<file path="config.mk">
export PLATFORM = sky130hd
export DESIGN_NAME = if_fetch
export DESIGN_NICKNAME = d
export VERILOG_FILES = /design/src/rtl/if_fetch.sv
export SDC_FILE = /design/constraint.sdc
export NUM_CORES = 1
export LEC_CHECK = 0
export BUFFER_PORTS_ARGS = -buffer_cell sky130_fd_sc_hd__buf_4
export CORE_UTILIZATION = 30
export DETAILED_ROUTE_END_ITERATION = 16
export GPL_TIMING_DRIVEN = 0
export PLACE_DENSITY = 0.5
export SKIP_LAST_GASP = 1
export SLEW_MARGIN = 40
export SYNTH_ARGS = -nofsm -noshare
export SYNTH_HDL_FRONTEND = slang
export SYNTH_SLANG_ARGS = --single-unit
</file>
<file path="constraint.sdc">
create_clock -name clk -period 5.8 [get_ports clk]
set_clock_uncertainty 0.15 [all_clocks]
set_input_delay 0.87 -clock clk [delete_from_list [all_inputs] [get_ports clk]]
set_output_delay 0.87 -clock clk [all_outputs]
set_load 0.02 [all_outputs]
</file>
<file path="src/rtl/if_fetch.sv">
// Instruction-fetch stage with IF/ID register: owns the PC, fetches over a
// req/ready + rvalid handshake and presents one instruction at a time to decode.
module if_fetch #(
  parameter logic [31:0] RESET_PC = 32'h0000_0000,
  parameter logic [31:0] NOP_INST = 32'h0000_0013
) (
  input  logic        clk,
  input  logic        arst,
  input  logic [3:0]  hold_i,
  input  logic        jump_ena_i,
  input  logic [31:0] jump_addr_i,
  output logic        imem_req_o,
  output logic [31:0] imem_addr_o,
  input  logic        imem_ready_i,
  input  logic        imem_rvalid_i,
  input  logic [31:0] imem_rdata_i,
  output logic [31:0] inst_o,
  output logic [31:0] inst_addr_o,
  output logic        inst_valid_o
);

  typedef enum logic [1:0] {S_REQ, S_WAIT, S_IDLE} state_t;

  state_t      state;
  logic [31:0] pc;
  logic [31:0] addr_q;
  logic        discard;
  logic        started;
  logic        buf_valid;
  logic [31:0] buf_inst;
  logic [31:0] buf_addr;

  logic [31:0] jump_target;
  logic        accept;
  logic        deliver;
  logic        out_ready;
  logic        unused_bits;

  assign jump_target = {jump_addr_i[31:2], 2'b00};
  assign unused_bits = ^{hold_i[3:2], jump_addr_i[1:0]};

  // The request stays low until the first edge after reset release.
  assign imem_req_o  = (state == S_REQ) && started;
  assign imem_addr_o = pc;

  assign accept    = imem_req_o && imem_ready_i;
  assign deliver   = (state == S_WAIT) && imem_rvalid_i && !discard && !jump_ena_i;
  assign out_ready = !hold_i[1] || !inst_valid_o;

  always_ff @(posedge clk or posedge arst) begin
    if (arst) begin
      state   <= S_REQ;
      pc      <= RESET_PC;
      addr_q  <= RESET_PC;
      discard <= 1'b0;
      started <= 1'b0;
    end else begin
      started <= 1'b1;
      if (jump_ena_i)
        pc <= jump_target;
      else if (accept)
        pc <= pc + 32'd4;
      case (state)
        S_REQ: begin
          if (accept) begin
            addr_q  <= pc;
            state   <= S_WAIT;
            discard <= jump_ena_i;
          end
        end
        S_WAIT: begin
          if (imem_rvalid_i) begin
            discard <= 1'b0;
            // A delivery that lands in the buffer must park the FSM in IDLE.
            if (discard || jump_ena_i)
              state <= S_REQ;
            else if (!hold_i[0] && out_ready)
              state <= S_REQ;
            else
              state <= S_IDLE;
          end else if (jump_ena_i) begin
            discard <= 1'b1;
          end
        end
        S_IDLE: begin
          if (jump_ena_i || (!hold_i[0] && !buf_valid))
            state <= S_REQ;
        end
        default: state <= S_REQ;
      endcase
    end
  end

  always_ff @(posedge clk or posedge arst) begin
    if (arst) begin
      inst_o       <= NOP_INST;
      inst_addr_o  <= RESET_PC;
      inst_valid_o <= 1'b0;
      buf_valid    <= 1'b0;
      buf_inst     <= NOP_INST;
      buf_addr     <= RESET_PC;
    end else if (jump_ena_i) begin
      inst_o       <= NOP_INST;
      inst_valid_o <= 1'b0;
      buf_valid    <= 1'b0;
    end else if (buf_valid && !hold_i[1]) begin
      inst_o       <= buf_inst;
      inst_addr_o  <= buf_addr;
      inst_valid_o <= 1'b1;
      buf_valid    <= 1'b0;
    end else if (deliver) begin
      if (out_ready) begin
        inst_o       <= imem_rdata_i;
        inst_addr_o  <= addr_q;
        inst_valid_o <= 1'b1;
      end else begin
        buf_inst  <= imem_rdata_i;
        buf_addr  <= addr_q;
        buf_valid <= 1'b1;
      end
    end else if (!hold_i[1]) begin
      inst_o       <= NOP_INST;
      inst_valid_o <= 1'b0;
    end
  end

endmodule
</file>
Word level (Yosys, flattened, before mapping)
Index checks and enable logic that the tools add are counted.

Output and inout bits: 98. Register bits after elaboration: 198. Word-level logic and storage cells: 83. Input bits: 73.

Bitwise gates (word level): 3. Reduce and logical (&&, ||, !) cells: 30. Eq/ne operators: 9. Multiplexer cells: 29. Add/subtract/negate cells: 1.

Operator list (count): 2-to-1 mux 32 bit (10); adder 32 x 3 -> 32 bit, second input constant (1); 2-to-1 mux 1 bit (12); 2-to-1 mux 2 bit (5); AND reduction 3 bit (3); logical AND 1 bit (8); nonzero test 2 bit (4); logical NOT 1 bit (6); != test 2 bit, second input constant (3); one-hot mux 2 bit (3 select lines) (1); AND reduction 2 bit (3); != test 4 x 1 -> 1 bit, second input constant (1); != test 4 x 2 -> 1 bit, second input constant (1); AND reduction 4 bit (1); logical OR 1 bit (3); != test 3 x 2 -> 1 bit, second input constant (1); != test 3 bit, second input constant (1); inverter 1 bit (3); nonzero test 3 bit (1); == test 2 x 1 -> 1 bit, second input constant (1); == test 2 bit, second input constant (1); logical NOT 2 bit (1); one-hot mux 1 bit (2 select lines) (1).

Longest topological paths before layout
Word-level depth: 7. Mapped depth: 7. Gate-level depth less buffers: 5.

Worst setup path after synthesis
Ideal clock, no wire load.

Kind: input -> register. Start: input port imem_rvalid_i. End: register buf_inst[10]. Buffers on the path: 1. Library setup time: 0.125 ns. Data required time: 5.525 ns. Arrival: 2.031 ns. Cell stages on the path: 5. Setup slack: 3.494 ns. Cells stage by stage: nand4bb_2 nand2b_1 nor2_2 buf_2 mux2_2.

Word-level cells in the longest chain between the ends: 4.

Ends and longest elaborated chain: start: declaration (RTL line 15) `input logic imem_rvalid_i,`; logical AND 1 bit (3 in a row) (RTL line 47) `assign deliver = (state == S_WAIT) && imem_rvalid_i && !discard && !jump_ena_i;`; AND reduction 4 bit (no source line); end signal: assignment (RTL line 117) `buf_inst <= imem_rdata_i;`; end: declaration (RTL line 30) `logic [31:0] buf_inst;`.

No other way between the ends. A chain may end at the register's enable or synchronous reset.

Worst setup path after layout
Start: register pc[2] (netlist: imem_addr_o[2]). End: register pc[28] (netlist: imem_addr_o[28]).

Word-level cells in the longest chain between the ends: 3.

Ends and longest elaborated chain: start: declaration (RTL line 25) `logic [31:0] pc;`; start signal: assignment (RTL line 60) `pc <= jump_target;`; start signal: assignment (RTL line 62) `pc <= pc + 32'd4;`; adder 32 x 3 -> 32 bit (RTL line 62); 2-to-1 mux 32 bit (RTL line 61) `else if (accept)`; 2-to-1 mux 32 bit (RTL line 59) `if (jump_ena_i)`.

No other way between the ends. The select of a mux whose other input is x is not followed.

==> impl_results.md <==
- Status: complete, no violations
- Vias per cell: 4.84
- Synth Area in Simple Gates: 16.5%
- Initial antenna violation count: 0
- Tmin final: 2.55 ns
- Main combinational cell family by area after synthesis: simple AND/OR/NAND/NOR gates
- Worst setup SP type: flop
- Static Leak: 5.14 nW
- Die width: 170 um
- Clock network fraction of total power: 32.5%
- Worst EP required: 5.99 ns
- GRT overflow: 0
- Largest net degree at the start of global routing: 25
- Die area: 0.0290 mm2
- Post-route insts no fill: 1,372
- Nets: 1,055
- Root Buffer: clkbuf_16
- Clock buffer count from CTS: 17
- IO Pins: 171
- XOR/XNOR Fraction of Synth Area: 0.824%
- Setup slack at placement: 2.83 ns
- Worst slew pin tran: 0.799 ns
- Die H: 170 um
- Final worst slack: 3.25 ns
- Num Clock Sinks: 190
- Seq/Total Area, Yosys: 56.0%
- Starting Density: 30.5%
- Clock Tree Buf Depth: 2
- Comb power frac: 22.1%
- DR pass1 iterations: 5
- Number of port buffers: 161
- Post-Syn Instances: 789
- Ys flop type: dfrtp_1
- Final Hold Viols: 0
- Mux cell area share after synthesis: 8.33%
- Routed Antenna Nets: 0
- Seq pwr share: 45.4%
- Initial drt markers: 384
- Worst-path fanout max: 7
- Cell Int Power: 2.58 mW
- Synthesis-to-finish area growth: 29.7%
- Syn Std Cell Area: 0.00850 mm2
- Core region area: 0.0279 mm2
- Post-DP HPWL: 17,500 um
- All-Layer GR Usage: 17.0%
- Largest cells by area after synthesis: dfrtp_1, mux2_2, nand2_1, a22o_1, a31oi_1
- DR WL/cell: 17.1 um
- Fin crit share: 44.0%
- Max Freq: 392 MHz
- Pwr dens: 341 mW/mm2
- Setup TNS: 0 ns
- Reg-to-reg slack, setup: 3.25 ns
- Drt total wl: 23,400 um
- Synth Area in Adders: 0.147%
- #FFs+latches synth: 190
- Post-cts resize count: 0
- Final setup vio count: 0
- Reg2Reg Launch Point: imem_addr_o[2]
- Vias after detailed routing: 6,647
- H-tree Lvls: 4
- Switch Pwr: 1.19 mW
- Ys Warns: 0
- Area fraction in compound gates after synthesis: 14.0%
- Worst-path clk slew: 0.08 ns
- EDFF count, synth: 0
- Critical path endpoint category: flop
- Most common cell in the netlist: dfrtp_1
- Layout cells sized above 1: 30.9%
- Post-synth top cells: dfrtp_1, nand2_1, a22o_1, mux2_2, nor2_1
- First-pass GRT wire length: 37,600 um
- RSZ-0062 raised after global routing: false
- Cell taking the most area after synthesis: dfrtp_1
- Placer congestion estimate: 0.881
- Hold/Removal Path Class: input pin to async pin
- CTS tree: built
- Cts hold-fix bufs: 0
- Async set-or-reset flop fraction in the synthesized netlist: 100%
- Maxcap violations: 0
- Placed Cells: 1,340
- Vias in the first global route: 6,736
- Clk_lat worst skew: 0.42 ns
- Final Max Slew Viols: 0
- Relative slew slack: 46.2%
- Crit Reg-Reg Endpoint: imem_addr_o[28]
- Row count: 61
- Postcts setup bufs: 0
- Diode count: 0
- Count of cell types in the netlist: 60
- Yosys top cell area share: 54.2%
- Worst vdd ir: 210 uV
- CP arrival: 2.74 ns
- Worst R2R Path Depth: 5
- Syn avg cell area: 10.8 um2
- DRC: 0
- Switching fraction of total power: 31.6%
- Critical path type: flop to flop
[metrics by stage]
stage | hold slack [ns] | total power, mW | area (um2) | utilization [%]
2_1_floorplan | 0.308 | 2.16 | 8520 | -
3_3_place_gp | 0.320 | 2.56 | 10200 | 36.6
3_5_place_dp | 0.328 | 2.59 | 10400 | 37.4
4_1_cts | 0.273 | 3.82 | 11000 | 39.6
5_1_grt | 0.279 | 3.98 | 11000 | 39.6
6_report | 0.286 | 3.76 | 11000 | 39.6
[worst max-delay path, stage by stage, from the launching register on]
cell and delay [ns]:
dfrtp_1 0.56, ha_1 0.44, nand4_1 0.16, nor4_1 0.46, or4b_1 0.50, a31oi_1 0.20
[kinds of logic (layout without fill, tap and decap cells)]
kind of cell | after synthesis | count (layout)
AOI/OAI and AO/OA | 160 | 160
xor gates and xnor gates | 8 | 8
adders and majority gates | 1 | 1
buffers and inverters | 68 | 270
DFF | 190 | 190
muxes | 63 | 63
other | 2 | 5
and+or+nand+nor | 297 | 297
[cell usage in the layout (no fill, tap or decap), drive strengths merged, types with 4 or more instances in the layout]
| master | synthesis | layout |
|---|---|---|
| inv | 8 | 16 |
| xor2 | 5 | 5 |
| conb | 2 | 5 |
| and3 | 5 | 5 |
| nor2b | 5 | 5 |
| or3 | 7 | 7 |
| clkbuf | 34 | 52 |
| nor2 | 53 | 53 |
| buf | 26 | 196 |
| o22ai | 4 | 4 |
| and4 | 6 | 6 |
| dfstp | 6 | 6 |
| o21ai | 16 | 16 |
| and2 | 4 | 4 |
| a22o | 58 | 58 |
| mux2 | 62 | 62 |
| nand4 | 10 | 10 |
| nand3 | 15 | 15 |
| o41ai | 6 | 6 |
| a31oi | 48 | 48 |
| nand2 | 165 | 165 |
| dfrtp | 184 | 184 |
| or4 | 8 | 8 |
| o31ai | 11 | 11 |
[sequential cells by signal, indices dropped and copies added, names as in the netlist, 2 cells and up]
register,flops
imem_addr_o,30
buf_inst,32
state,2
addr_q,30
buf_addr,30
inst_o,32
inst_addr_o,30
[layout make-up]
class	instances	area (um2)
buffer	60	317
clock buffer	18	439
timing repair buffer	170	1430
fill	2793	16800
tap	378	473
clock inverter	14	169
multi-input combinational	534	3400
inverter	8	33.8
sequential	190	4760
[layer usage]
layer	part of all wire (%)	global-route usage, %
met2	45	26.9
met5	0	0
met1	49	23.4
met4	0.95	4.90
met3	5.6	3.33
[worst max path at each step]
stage                              start               to  slack, ns
after CTS                 imem_addr_o[2]  imem_addr_o[28]       3.25
after global routing           hold_i[1]   inst_addr_o[6]       3.06
final                     imem_addr_o[2]  imem_addr_o[28]       3.25
after global placement              arst       addr_q[25]       0.92
after floorplan                     arst       addr_q[10]       2.34
after detailed placement       hold_i[1]  inst_addr_o[31]       2.83
[power by group through the flow]
stage	sequential, mW	combinational, mW	clock, mW
floorplan	1.85	0.313	0
global placement	1.73	0.822	0
detailed placement	1.74	0.848	0
CTS	1.71	0.849	1.26
global route	1.74	0.918	1.31
finish	1.71	0.832	1.22
(Power assumes the default switching activity.)
